File: config.mk
export PLATFORM = sky130hd
export DESIGN_NAME = hazard_sequencer
export DESIGN_NICKNAME = d
export VERILOG_FILES = /design/src/rtl/hazard_sequencer.sv
export SDC_FILE = /design/constraint.sdc
export NUM_CORES = 1
export LEC_CHECK = 0
export CAP_MARGIN = 20
export CORE_AREA = 2 2 72 74
export DETAILED_ROUTE_END_ITERATION = 6
export DIE_AREA = 0 0 74 76
export HOLD_SLACK_MARGIN = 0.03
export PLACE_DENSITY = 0.75
export SETUP_SLACK_MARGIN = 0.4
export SLEW_MARGIN = 20
export SYNTH_ARGS = -nofsm -noshare
export SYNTH_HDL_FRONTEND = slang
export SYNTH_SLANG_ARGS = --single-unit
File: constraint.sdc
create_clock -name clk -period 2.8 [get_ports clk]
set_input_delay 0.56 -clock clk [delete_from_list [all_inputs] [get_ports clk]]
set_output_delay 0.56 -clock clk [all_outputs]
set_load 0.05 [all_outputs]
File: src/rtl/hazard_sequencer.sv
// Pipeline hazard sequencer: per-stage advance/stall/bubble/flush control for a 5-stage core.
// Latency: controls are combinational from registered state and current inputs (zero cycles).
// Backpressure: an unfinished data-memory access freezes the whole pipe; a long freeze traps.
module hazard_sequencer #(
  parameter int REG_W       = 5,
  parameter int MEM_TIMEOUT = 16,
  parameter int CNT_W       = 16
) (
  input  logic             clk,
  input  logic             reset,
  input  logic [6:0]       id_opcode,
  input  logic [REG_W-1:0] id_rs1,
  input  logic [REG_W-1:0] id_rs2,
  input  logic             ex_mem_read,
  input  logic [REG_W-1:0] ex_rd,
  input  logic             mem_branch_taken,
  input  logic             mem_req,
  input  logic             mem_ready,
  output logic             pc_write,
  output logic             if_id_write,
  output logic             pipe_write,
  output logic             id_ex_bubble,
  output logic             flush,
  output logic             mem_wb_bubble,
  output logic [1:0]       state,
  output logic             trap,
  output logic [CNT_W-1:0] stall_cycles,
  output logic [CNT_W-1:0] flush_events
);

  localparam logic [1:0] ST_RUN  = 2'b00;
  localparam logic [1:0] ST_WAIT = 2'b01;
  localparam logic [1:0] ST_TRAP = 2'b10;

  // Wide enough to hold MEM_TIMEOUT-1, the last count before trapping.
  localparam int WC_W = (MEM_TIMEOUT > 2) ? $clog2(MEM_TIMEOUT) : 1;
  localparam logic [WC_W-1:0] WC_LAST = WC_W'(MEM_TIMEOUT - 1);

  logic [1:0]      state_q;
  logic [1:0]      state_d;
  logic [WC_W-1:0] wait_cnt;
  logic            use1;
  logic            use2;
  logic            lu;
  logic            freeze;
  logic            timeout;

  // Which source registers the ID instruction really reads, by opcode class.
  always_comb begin
    use1 = 1'b0;
    use2 = 1'b0;
    case (id_opcode)
      7'b0110011, 7'b0100011, 7'b1100011: begin
        use1 = 1'b1;
        use2 = 1'b1;
      end
      7'b0010011, 7'b0000011: begin
        use1 = 1'b1;
      end
      default: begin
        use1 = 1'b0;
        use2 = 1'b0;
      end
    endcase
  end

  // Hazard conditions; x0 is never a real dependency.
  always_comb begin
    lu = ex_mem_read && (ex_rd != '0) &&
         ((use1 && (id_rs1 == ex_rd)) || (use2 && (id_rs2 == ex_rd)));
    freeze  = mem_req && !mem_ready;
    timeout = freeze && (wait_cnt == WC_LAST);
  end

  // State register.
  always_ff @(posedge clk) begin
    if (reset) begin
      state_q <= ST_RUN;
    end else begin
      state_q <= state_d;
    end
  end

  // Next state: a long freeze traps, any unfrozen cycle returns to RUN, TRAP is absorbing.
  always_comb begin
    state_d = state_q;
    case (state_q)
      ST_RUN, ST_WAIT: begin
        if (timeout) begin
          state_d = ST_TRAP;
        end else if (freeze) begin
          state_d = ST_WAIT;
        end else begin
          state_d = ST_RUN;
        end
      end
      default: state_d = ST_TRAP;
    endcase
  end

  // Stage controls: TRAP > freeze > branch flush > load-use stall > normal advance.
  always_comb begin
    pc_write      = 1'b1;
    if_id_write   = 1'b1;
    pipe_write    = 1'b1;
    id_ex_bubble  = 1'b0;
    flush         = 1'b0;
    mem_wb_bubble = 1'b0;
    if (reset) begin
      pc_write    = 1'b0;
      if_id_write = 1'b0;
      pipe_write  = 1'b0;
    end else if (state_q == ST_TRAP || freeze) begin
      pc_write      = 1'b0;
      if_id_write   = 1'b0;
      pipe_write    = 1'b0;
      mem_wb_bubble = 1'b1;
    end else if (mem_branch_taken) begin
      // The ID instruction is flushed, so a coincident load-use needs no bubble.
      flush = 1'b1;
    end else if (lu) begin
      pc_write     = 1'b0;
      if_id_write  = 1'b0;
      id_ex_bubble = 1'b1;
    end
  end

  // Consecutive frozen-cycle counter, counting from the first frozen cycle in RUN.
  always_ff @(posedge clk) begin
    if (reset) begin
      wait_cnt <= '0;
    end else if (state_q != ST_TRAP) begin
      if (freeze) begin
        wait_cnt <= wait_cnt + 1'b1;
      end else begin
        wait_cnt <= '0;
      end
    end
  end

  // Saturating performance counters; TRAP cycles are not counted as stalls.
  always_ff @(posedge clk) begin
    if (reset) begin
      stall_cycles <= '0;
      flush_events <= '0;
    end else begin
      if (!pc_write && state_q != ST_TRAP && stall_cycles != '1) begin
        stall_cycles <= stall_cycles + 1'b1;
      end
      if (flush && flush_events != '1) begin
        flush_events <= flush_events + 1'b1;
      end
    end
  end

  assign state = state_q;
  assign trap  = (state_q == ST_TRAP);

endmodule

## Yosys cells after proc, flatten, opt, wreduce, memory -nomap -nowiden

Index checks and enable logic that the tools add are counted.

| word-level totals | value |
|---|---|
| logic and storage cells | 62 |
| flip-flop bits (word level) | 38 |
| input port bits | 28 |
| output and inout port bits | 41 |

| operators by class | value |
|---|---|
| bitwise logic cells | 1 |
| equal/unequal tests | 13 |
| muxes and demuxes | 21 |
| add/subtract/negate cells | 3 |
| reduce and logical (&&, ||, !) cells | 19 |

Operators with widths:

| operator | count |
|---|---|
| $add 16x1->16 const B | 2 |
| $ne 16x16->1 const B | 2 |
| $mux 1 | 18 |
| $eq 7x6->1 const B | 2 |
| $eq 5x5->1 | 2 |
| $logic_and 1x1->1 | 9 |
| $eq 7x2->1 const B | 1 |
| $eq 7x5->1 const B | 1 |
| $eq 7x7->1 const B | 1 |
| $reduce_or 3->1 | 2 |
| $reduce_bool 5->1 | 1 |
| $reduce_or 5->1 | 1 |
| $add 4x1->4 const B | 1 |
| $eq 4x4->1 const B | 1 |
| $mux 2 | 2 |
| $mux 4 | 1 |
| $eq 2x1->1 const B | 1 |
| $eq 2x2->1 const B | 1 |
| $logic_not 1->1 | 2 |
| $logic_not 2->1 | 1 |
| $logic_or 1x1->1 | 2 |
| $ne 2x2->1 const B | 1 |
| $reduce_or 2->1 | 1 |
| $not 1->1 | 1 |

## Longest topological paths before layout

Gate-level depths: netlist of the first run.

| logic depth | value |
|---|---|
| word-level depth | 13 |
| mapped depth | 9 |
| depth with buffers taken out | 7 |

## Worst setup path after synthesis of the first run

Ideal clock, no wire load.

| timing | value |
|---|---|
| path type | register to output |
| from | register state_q[0] (netlist: state[0]) |
| to | output port pc_write |
| data arrival time | 2.569 ns |
| required time | 2.240 ns |
| cell stages (with the launch flop) | 9 |
| slack | -0.329 ns |
| path buffers | 4 |
| cell sequence | dfxtp_1 -> nand2b_1 -> buf_6 -> nand2_1 -> nor2_1 -> a21boi_2 -> buf_6 -> buf_6 -> buf_4 |

| on the way | value |
|---|---|
| longest elaborated chain between the ends | 4 |

RTL lines:

| element | RTL line | text |
|---|---|---|
| start, declared | 39 | `logic [1:0] state_q;` |
| start signal, assigned | 80 | `state_q <= state_d;` |
| $eq 2x2->1 | 113 | `end else if (state_q == ST_TRAP \|\| freeze) begin` |
| $logic_or 1x1->1 | 113 |  |
| $mux 1 (2 in series) | - |  |
| end, declared | 19 | `output logic pc_write,` |

Every way passes these cells.

## Worst setup path in the final report of the first run

| timing | value |
|---|---|
| from | input port ex_rd[2] |
| to | output port pc_write |

| on the way | value |
|---|---|
| longest elaborated chain between the ends | 8 |
| elaborated cells on any way between the ends | 12 |
| classes of those cells | eq/ne: 2; mux: 4; reduce/logical: 6 |

RTL lines:

| element | RTL line | text |
|---|---|---|
| start, declared | 15 | `input logic [REG_W-1:0] ex_rd,` |
| $eq 5x5->1 | 70 | `((use1 && (id_rs1 == ex_rd)) \|\| (use2 && (id_rs2 == ex_rd)));` |
| $logic_and 1x1->1 | 70 |  |
| $logic_or 1x1->1 | 70 |  |
| $logic_and 1x1->1 * | 69 | `lu = ex_mem_read && (ex_rd != '0) &&` |
| $mux 1 * | 121 | `end else if (lu) begin` |
| $mux 1 * | 118 | `end else if (mem_branch_taken) begin` |
| $mux 1 * | 113 |  |
| $mux 1 * | 109 | `if (reset) begin` |

Every way passes the cells marked *; elsewhere a longest branch is shown, timed or not.

==> results_dict.tcl, run 1 <==
set metrics [dict create \
    outcome "completed" \
    period_minus_slack_ps 2370 \
    die_h_um 76 \
    core_area_mm2 0.00491 \
    clkLatencyLatePin_ps 280 \
    dp_slack_ps -9.68 \
    synth_ff_type "dfxtp_1" \
    cts_tree "built" \
    synthXorXnorAreaFrac_pct 10.2 \
    worst_clock_skew_ps 11.5 \
    io_pins 69 \
    cap_violations 0 \
    wl_um 5130 \
    drt_first_iter_violations 69 \
    synth.yosys.seq_area_share_pct 35.3 \
    nets 349 \
    cts.clk_slew.worst_paths_ps 60 \
    clock_path_buffers 2 \
    synthesis.instances 241 \
    stdcell_area_mm2 0.00312 \
    vias 1996 \
    slew-limit-headroom_pct 65.0 \
    clock-root-buffer "clkbuf_8" \
    multiInputGateArea_mm2 0.00134 \
    grt_pass1_vias 1907 \
    vias_per_cell 5.14 \
    drc 0 \
    asyncSetResetFlopFracSynth_pct 0 \
    syn_to_final_growth_pct 45.0 \
    port-buffer-count 68 \
    synth_top_area_cell "dfxtp_1" \
    synth_compound_gate_area_share_pct 12.8 \
    die_w_um 74 \
    grt_max_degree 26 \
    worst_ep_arrival_time_ps 1810 \
    worst-path-max-fanout 5 \
    numCtsBuffers 5 \
    hp-class "register to register" \
    antenna_found_initial 0 \
    place_hpwl_um 3780 \
    place_congestion 0.857 \
    n_antenna_cell 0 \
    setup-violations-final 0 \
    regArea_um2 766 \
    dpl_cell_area_mm2 0.00297 \
    final_cell_count_no_fill 388 \
    power_density_mw_per_mm2 349 \
    synth_fa_ha_area_share_pct 1.74 \
    synth_top_family_by_area "simple AND/OR/NAND/NOR gates" \
    ys_types 45 \
    start_kind "input pin" \
    fillers 427 \
    drive_gt1_share_pct 19.8 \
    routedWlPerCell_um 13.2 \
    gr-total-overflow 0 \
    cp.required_ps 2240 \
    grt_pass1_wl_um 8710 \
    drtPass1Iterations 4 \
    synth_edf_count 0 \
    grt_usage_pct 18.9 \
    netlist_area_mm2 0.00215 \
    drv_slew 0 \
    placed_cells 377 \
    p_leak_nw 1.18 \
    synth-seq-cells 38 \
    cts_sinks 38 \
    die-area_mm2 0.00562 \
    finalCritPeriodShare_pct 84.7 \
    synth_area_leaders "dfxtp_1 (35%), xnor2_1 (6.9%), nor2_1 (4.7%)" \
    setup.worst_path.end_class "primary output" \
    yosys.area_share.simple_pct 31.6 \
    synthMuxAreaShare_pct 3.25 \
    postSynthAreaPerCell_um2 8.94 \
    htreeDepth 2 \
    yosys_warnings 0 \
    hold-worst-slack_ps 438 \
    p_total_mw 1.09 \
    tightest_slew_ps 523 \
    timing.final.ws_setup_ps 430 \
    start_util_pct 43.9 \
    synth_nets 272 \
    synth.top_cell.area_share_pct 35.3 \
    final-hold-violation-count 0 \
    worstSetupPathType "input pin to primary output" \
    rsz0062_at_grt "yes" \
    max_freq_mhz 422 \
    drtAntennaViolNets 0 \
    vdd.ir_drop.worst_v 0.000282 \
    num_rows 26 \
]
## kinds of logic after synthesis
kind of cell	count (synthesis)
DFF	38
adders and majority gates	3
xor gates and xnor gates	25
muxes	5
AOI/OAI and AO/OA	38
and+or+nand+nor	113
buffers and inverters	19
## routing by layer
metal / track usage (%) / wire, µm
met5: 0 / 0
met1: 23.4 / 2310
met2: 33.7 / 2650
met4: 4.55 / 40
met3: 2.91 / 125
## cells in the mapped netlist (5+ instances only)
cell type,instances
xnor2_1,17
a21oi_1,15
nand4_1,10
inv_1,8
dfxtp_1,38
or4_1,11
or3_1,5
nand3_1,14
nand2_1,18
xor2_1,8
nor2_1,27
o31ai_1,10
## critical path: stages
cell and delay, ps:
buf_8 100, or4_4 550, nor2_4 120, a211oi_4 60, a21boi_4 160, buf_12 140
buf_12 130
## cells in the final DEF, fill, tap and decap left out, types with 2 or more instances in the layout
cell type,synthesis,layout
nor4_2,4,3
xnor2_1,17,17
nor2_4,0,2
buf_2,1,3
mux2_4,4,4
buf_12,0,5
nor4_4,1,2
dlygate4sd2_1,0,8
o31ai_1,10,10
clkbuf_8,0,5
dlymetal6s2s_1,0,8
or2_2,2,2
or4_1,11,10
nor2b_1,4,4
o21a_1,2,2
xor2_1,8,8
nand3_1,14,14
ha_1,3,3
nand2b_4,1,2
buf_8,0,2
clkinv_2,0,2
clkdlybuf4s50_1,0,39
a21oi_1,15,15
or3_1,5,5
dfxtp_1,38,36
nor2_1,27,25
nand2_1,18,17
inv_1,8,8
and3_1,3,2
nor3b_1,2,2
clkbuf_2,0,2
nand4_1,10,10
nor3_1,2,2
and3_4,1,2
o21ai_1,4,5
buf_4,2,14
## path summary, 6_finish.rpt
path | end | slack [ps] | cells past startpoint | startpoint
setup / recovery | pc_write | 430 | 7 | ex_rd[2]
hold reg to reg | state[0] | 440 | 1 | state[1]
setup reg to reg | stall_cycles[6] | 710 | 8 | state[0]
hold / removal | state[0] | 440 | 1 | state[1]
## metrics by stage
stage,utilization (%),setup TNS (ps)
2_1_floorplan,-,0
5_1_grt,63.6,0
3_3_place_gp,60.5,0
4_1_cts,62.8,0
6_report,63.6,0
3_5_place_dp,60.5,-18.6
## power breakdown
| part | leakage, nW | switching, mW | internal [mW] |
|---|---|---|---|
| Sequential | 0.308 | 0.00772 | 0.546 |
| Combinational | 0.827 | 0.0962 | 0.0895 |
| Clock | 0.0438 | 0.184 | 0.167 |
## cell type report
class / instances / area share (%)
clock inverters: 2 / 0.320
clock buffers: 5 / 2.20
inverters: 8 / 0.961
repair buffers: 81 / 26.3
well taps: 70 / 2.80
flip-flops and latches: 38 / 24.5
multi-input cells: 184 / 42.9
## flip-flops by register name, indices dropped and copies added (netlist names)
register      flops
flush_events     16
stall_cycles     16
wait_cnt          4
state             2
## timing repair
item	4_1_cts	5_1_grt
pin swaps	14	16
gates resized for setup	45	13
hold buffers	0	0
buffers inserted	3	1
endpoints found under the setup margin	15	13
hold endpoints to repair	0	0
No activity file was read; power rests on OpenSTA's default activity.
==> inputs of run 2 (changes only) <==
==> constraint.sdc (replaced) <==
create_clock -name clk -period 2.4 [get_ports clk]
set_input_delay 0.48 -clock clk [delete_from_list [all_inputs] [get_ports clk]]
set_output_delay 0.48 -clock clk [all_outputs]
set_load 0.05 [all_outputs]
==> run 2 against run 1 <==
  * Sequential power increased by 17%
  * Clock skew is 6.5 ps lower
  * Cell count up 3.6%
  * Register-to-register slack lost 230 ps
  * Sequential share of layout area is 1.6 points lower
  * Combinational power rose by 33%
  * Non-clock buffer count rose by 13
  * Routed wire length is 5.6% higher
  * Clock power up 31%
  * Critical path type unchanged
==> results_dict.tcl, run 2 (synthesized netlist as in run 1, its figures left out) <==
set metrics [dict create \
    cts_tree "built" \
    io_pins 69 \
    cts.clk_slew.worst_paths_ps 80 \
    grt_util_met2_pct 32.1 \
    vias 2103 \
    cts_sinks 38 \
    reg.largest.list "flush_events (16), stall_cycles (16), wait_cnt (4)" \
    met3_usage_pct 3.57 \
    setup.worst_path.end_class "primary output" \
    outcome "completed" \
    worstSetupPathType "input pin to primary output" \
    grt_max_degree 24 \
    crit_family "simple AND/OR/NAND/NOR gates" \
    final-hold-violation-count 0 \
    worst_path_max_delay_cell "or4_4" \
    p_leak_nw 1.47 \
    place_hpwl_um 3770 \
    finalCritPeriodShare_pct 92.8 \
    start_util_pct 43.9 \
    period_minus_slack_ps 2230 \
    tightest_slew_ps 545 \
    slew-limit-headroom_pct 63.5 \
    port-buffer-count 68 \
    vdd.ir_drop.worst_v 0.000338 \
    p_total_mw 1.35 \
    worst_ep_arrival_time_ps 1750 \
    worst-path-max-fanout 4 \
    final_common_cell "dlygate4sd2_1" \
    numCtsBuffers 5 \
    drv_slew 0 \
    crit_top_cell "buf_12" \
    dp_slack_ps -277 \
    critPathBufInv 3 \
    layout_common_cells "dlygate4sd2_1 (25), nor2_1 (24), dfxtp_2 (21), buf_4 (21), nand2_1 (17)" \
    drive_gt1_share_pct 37.7 \
    syn_to_final_growth_pct 60.2 \
    place_congestion 0.831 \
    start_kind "input pin" \
    core_area_mm2 0.00491 \
    grt.busiest_layer "met2" \
    max_freq_mhz 449 \
    wl_um 5420 \
    die-area_mm2 0.00562 \
    clock_path_buffers 2 \
    clock-root-buffer "clkbuf_8" \
    cpPeakStageDelay_ps 540 \
    n_antenna_cell 0 \
    nets 362 \
    cp.required_ps 1920 \
    clkLatencyLatePin_ps 290 \
    gr-total-overflow 0 \
    drtAntennaViolNets 0 \
    antenna_found_initial 0 \
    drtPass1Iterations 4 \
    routedWlPerCell_um 13.5 \
    cap_violations 0 \
    power_density_mw_per_mm2 392 \
    crit_chain "buf_6 -> or4_4 -> nor2_4 -> a211oi_4 -> a21boi_4 -> buf_12 -> buf_12" \
    vias_per_cell 5.23 \
    htreeDepth 2 \
    worst_clock_skew_ps 5.06 \
    num_rows 26 \
    hp-class "register to register" \
    die_w_um 74 \
    grt.met1_usage_pct 26.1 \
    timing.final.ws_setup_ps 173 \
    drt_first_iter_violations 139 \
    grt_pass1_wl_um 8890 \
    hold-worst-slack_ps 478 \
    rsz0062_at_grt "yes" \
    grt_pass1_vias 1876 \
    drc 0 \
    setup-violations-final 0 \
    die_h_um 76 \
    grt_usage_pct 19.6 \
]
run 2: cell types whose count changed in the layout (fill, tap and decap cells not counted), sizes merged:
cell | previous run | this run
dlygate4sd2 | 8 | 25
dlymetal6s2s | 8 | 10
clkdlybuf4s15 | 0 | 4
buf | 24 | 39
inv | 8 | 9
clkdlybuf4s50 | 39 | 15
clkinv | 2 | 1
run 2: repair_timing:
item	in CTS	in global routing
endpoints found under the setup margin	35	30
buffers inserted	7	0
gates resized for setup	83	41
pin swaps	43	15
hold buffers	0	0
gates cloned	1	0
run 2: report_power, final:
group | leakage [nW] | internal, mW | switching [mW] | total (mW)
clock network | 0.0515 | 0.232 | 0.228 | 0.459
logic | 1.10 | 0.122 | 0.125 | 0.247
registers | 0.318 | 0.637 | 0.00898 | 0.646
total | 1.47 | 0.991 | 0.362 | 1.35
run 2: cell type report:
type	instances	area, µm²
Clock inverter	2	11.3
Inverter	8	30.0
Timing Repair Buffer	94	938
Fill cell	392	1460
Tap cell	70	87.6
Sequential cell	38	791
Clock buffer	6	82.6
Multi-Input combinational cell	184	1510
run 2: path summary, 6_finish.rpt:
kind              startpoint  cells past startpoint  slack [ps]         endpoint
max                 ex_rd[2]                      7         170         pc_write
min                 state[1]                      1         480         state[0]
max reg2reg  stall_cycles[0]                      8         480  stall_cycles[6]
min reg2reg         state[1]                      1         480         state[0]
run 2: per-layer routing:
| metal | routed length, µm | up-vias | part of all wire (%) |
|---|---|---|---|
| met4 | 87 | 0 | 1.6 |
| met1 | 2350 | 998 | 43 |
| li1 | - | 1048 | - |
| met3 | 222 | 10 | 4.1 |
| met5 | 0 | - | 0 |
| met2 | 2760 | 47 | 51 |
run 2: worst reg2reg max path, stage by stage, from the launching register on:
cell and delay [ps]:
dfxtp_2 340, ha_1 230, nand2_1 160, nor2_2 100, nand3_1 100, nand2_1 80
buf_6 180, nor4_4 300, mux2_4 320
run 2: stage by stage:
step / setup TNS, ps / instances / util, % / area [µm²]
floorplan: 0 / 241 / - / 2240
detailed placement: -4070 / 386 / 62.9 / 3090
global placement: -3040 / 386 / 62.9 / 3090
CTS: 0 / 402 / 67.3 / 3300
finish: 0 / 402 / 70.2 / 3450
global route: 0 / 402 / 70.2 / 3450
==> inputs of run 3 (changes only) <==
--- a/config.mk
+++ b/config.mk
@@ -5,10 +5,11 @@
 export SDC_FILE = /design/constraint.sdc
 export NUM_CORES = 1
 export LEC_CHECK = 0
+export ABC_AREA = 1
 export CAP_MARGIN = 20
-export CORE_AREA = 2 2 72 74
+export CORE_AREA = 2 2 74 76
 export DETAILED_ROUTE_END_ITERATION = 6
-export DIE_AREA = 0 0 74 76
+export DIE_AREA = 0 0 76 78
 export HOLD_SLACK_MARGIN = 0.03
 export PLACE_DENSITY = 0.75
 export SETUP_SLACK_MARGIN = 0.4
==> run 3 against run 2 <==
  * Critical path type unchanged
  * Worst setup slack improved by 230 ps
  * Power is 4.9% higher
  * Synthesized cell count is 51% higher
  * Clock skew up 0.89 ps
  * Cell count up 27%
  * Non-clock buffer count shrank 16
==> results_dict.tcl, run 3 <==
set metrics [dict create \
    num_rows 26 \
    hp-class "register to register" \
    drtPass1Iterations 4 \
    worst_clock_skew_ps 5.95 \
    nets 471 \
    die_w_um 76 \
    die-area_mm2 0.00593 \
    worstSetupPathType "input pin to primary output" \
    layout_common_cells "nand2_1 (93), inv_1 (45), nor2_1 (37)" \
    start_util_pct 46.9 \
    tightest_slew_ps 528 \
    crit_start "id_rs1[4]" \
    cts.clk_slew.worst_paths_ps 70 \
    wl_um 6090 \
    grt_pass1_vias 2328 \
    dp_slack_ps 32.4 \
    final_common_cell "nand2_1" \
    clock-root-buffer "clkbuf_8" \
    cts_sinks 38 \
    port-buffer-count 68 \
    fillers 497 \
    critPathBufInv 3 \
    gr-total-overflow 0 \
    drt_first_iter_violations 99 \
    cts_tree "built" \
    rsz0062_at_grt "yes" \
    grt_usage_pct 21.5 \
    setup.worst_path.end_class "primary output" \
    synth_nets 395 \
    outcome "completed" \
    core_area_mm2 0.00504 \
    postSynthAreaPerCell_um2 6.50 \
    antenna_found_initial 0 \
    timing.final.ws_setup_ps 406 \
    synth_ff_type "dfxtp_1" \
    numCtsBuffers 5 \
    worst-path-max-fanout 2 \
    final-hold-violation-count 0 \
    grt_max_degree 23 \
    drc 0 \
    slew-limit-headroom_pct 64.9 \
    max_freq_mhz 502 \
    vdd.ir_drop.worst_v 0.000298 \
    power_density_mw_per_mm2 435 \
    p_leak_nw 1.61 \
    start_kind "input pin" \
    yosysMostFrequentCell "nand2_1" \
    synth_edf_count 0 \
    netlist_area_mm2 0.00236 \
    syn_to_final_growth_pct 38.1 \
    n_antenna_cell 0 \
    synth.yosys.seq_area_share_pct 32.2 \
    hold_start "stall_cycles[1]" \
    setup-violations-final 0 \
    asyncSetResetFlopFracSynth_pct 0 \
    worst_path_max_delay_cell "dlygate4sd2_1" \
    clkLatencyLatePin_ps 290 \
    clock_path_buffers 2 \
    synth_common_cells "nand2_1 (98), inv_1 (54), dfxtp_1 (38)" \
    ys_types 33 \
    reg2reg_from "stall_cycles[0]" \
    synth_top_area_cell "dfxtp_1" \
    finalCritPeriodShare_pct 83.1 \
    period_minus_slack_ps 1990 \
    drv_slew 0 \
    crit_family "buffers and inverters" \
    cp.required_ps 1920 \
    synth_area_leaders "dfxtp_1 (32%), nand2_1 (16%), inv_1 (8.6%)" \
    io_pins 69 \
    vias 2523 \
    drive_gt1_share_pct 19.3 \
    routedWlPerCell_um 11.9 \
    worst_ep_arrival_time_ps 1510 \
    cpPeakStageDelay_ps 240 \
    place_congestion 0.913 \
    grt_pass1_wl_um 10600 \
    synthesis.instances 364 \
    drtAntennaViolNets 0 \
    crit_chain "dlygate4sd2_1 -> xnor2_1 -> nand3_1 -> nand2_1 -> nand2_2 -> nand2_4 -> clkinvlp_4 -> buf_8" \
    die_h_um 78 \
    place_hpwl_um 4440 \
    cap_violations 0 \
    final.setup.tns_ps 0 \
    synth-seq-cells 38 \
    vias_per_cell 4.94 \
    synth.top_cell.area_share_pct 32.2 \
    reg.largest.list "flush_events (16), stall_cycles (16), wait_cnt (4)" \
    htreeDepth 2 \
    yosys_warnings 0 \
]
run 3: changes by cell type in the layout (fill, tap and decap cells not counted), moves of 9 or more:
cell,before,now
nor3_1,1,10
nor2_1,24,37
dfxtp_1,16,34
a21oi_1,6,19
o21ai_0,0,9
clkbuf_2,1,12
inv_1,8,45
nand4_1,10,20
buf_4,21,11
or4_4,9,0
nand2_1,17,93
dfxtp_2,21,2
xnor2_1,16,7
run 3: timing repair:
action                                  CTS  global route
hold buffers                              0             0
resized for setup                        91            29
buffers inserted                          1             0
endpoints found under the setup margin   26            13
pin swaps                                22            16
gates cloned                              0             0
run 3: metal layers:
layer | up-vias | track usage [%] | wire length, µm
met3 | 9 | 4.42 | 223
li1 | 1320 | - | -
met4 | 0 | 7.45 | 106
met5 | - | 0 | 0
met2 | 53 | 37.1 | 3030
met1 | 1141 | 26.9 | 2730
run 3: power breakdown:
part	leakage (nW)	switching (mW)	internal, mW
Clock	0.0585	0.231	0.339
Sequential	0.309	0.00884	0.636
Combinational	1.24	0.126	0.0788
run 3: path summary, 6_finish.rpt:
check                                        to  slack, ps  cells past startpoint
worst min register to register  stall_cycles[1]        490                      2
worst max register to register  stall_cycles[0]        600                     10
worst max-delay path                   pc_write        410                      8
worst min-delay path            stall_cycles[1]        490                      2
run 3: kinds of logic (layout without fill, tap and decap cells):
family	count (synthesis)	count (layout)	share of synthesized area, %
simple gates	199	199	38.4
buf+inv	65	142	10.9
compound gates	42	42	10.6
flops	38	38	32.2
xor+xnor	17	17	6.30
fa+ha+maj	3	3	1.59
run 3: final cells by class:
type                    instances  area (µm²)  share of cell area (%)
multi-input cells             261        1380                    42.2
flip-flops and latches         38         771                    23.6
repair buffers                 78         689                    21.1
inverters                      56         223                    6.82
well taps                      70        87.6                    2.68
clock buffers                   7        86.3                    2.64
clock inverters                 1        30.0                   0.920
run 3: through the flow:
step	power [mW]	cell area, µm²	hold slack [ps]	utilization, %	cells
after global placement	0.870	3210	472	63.7	502
after CTS	1.44	3320	492	65.8	511
after floorplan	0.781	2420	479	-	364
final	1.42	3270	490	64.8	511
after detailed placement	0.874	3210	480	63.7	502
after global routing	1.48	3270	516	64.8	511
run 3: worst reg2reg max path, cell delays in order, from the launching register on:
cell and delay (ps):
dfxtp_2 380, ha_1 270, inv_1 100, nor2_4 180, nand3_2 110, nor2_4 140
nand2_4 140, nand3_4 200, nand2_1 70, nand2_1 60, nor2_1 40
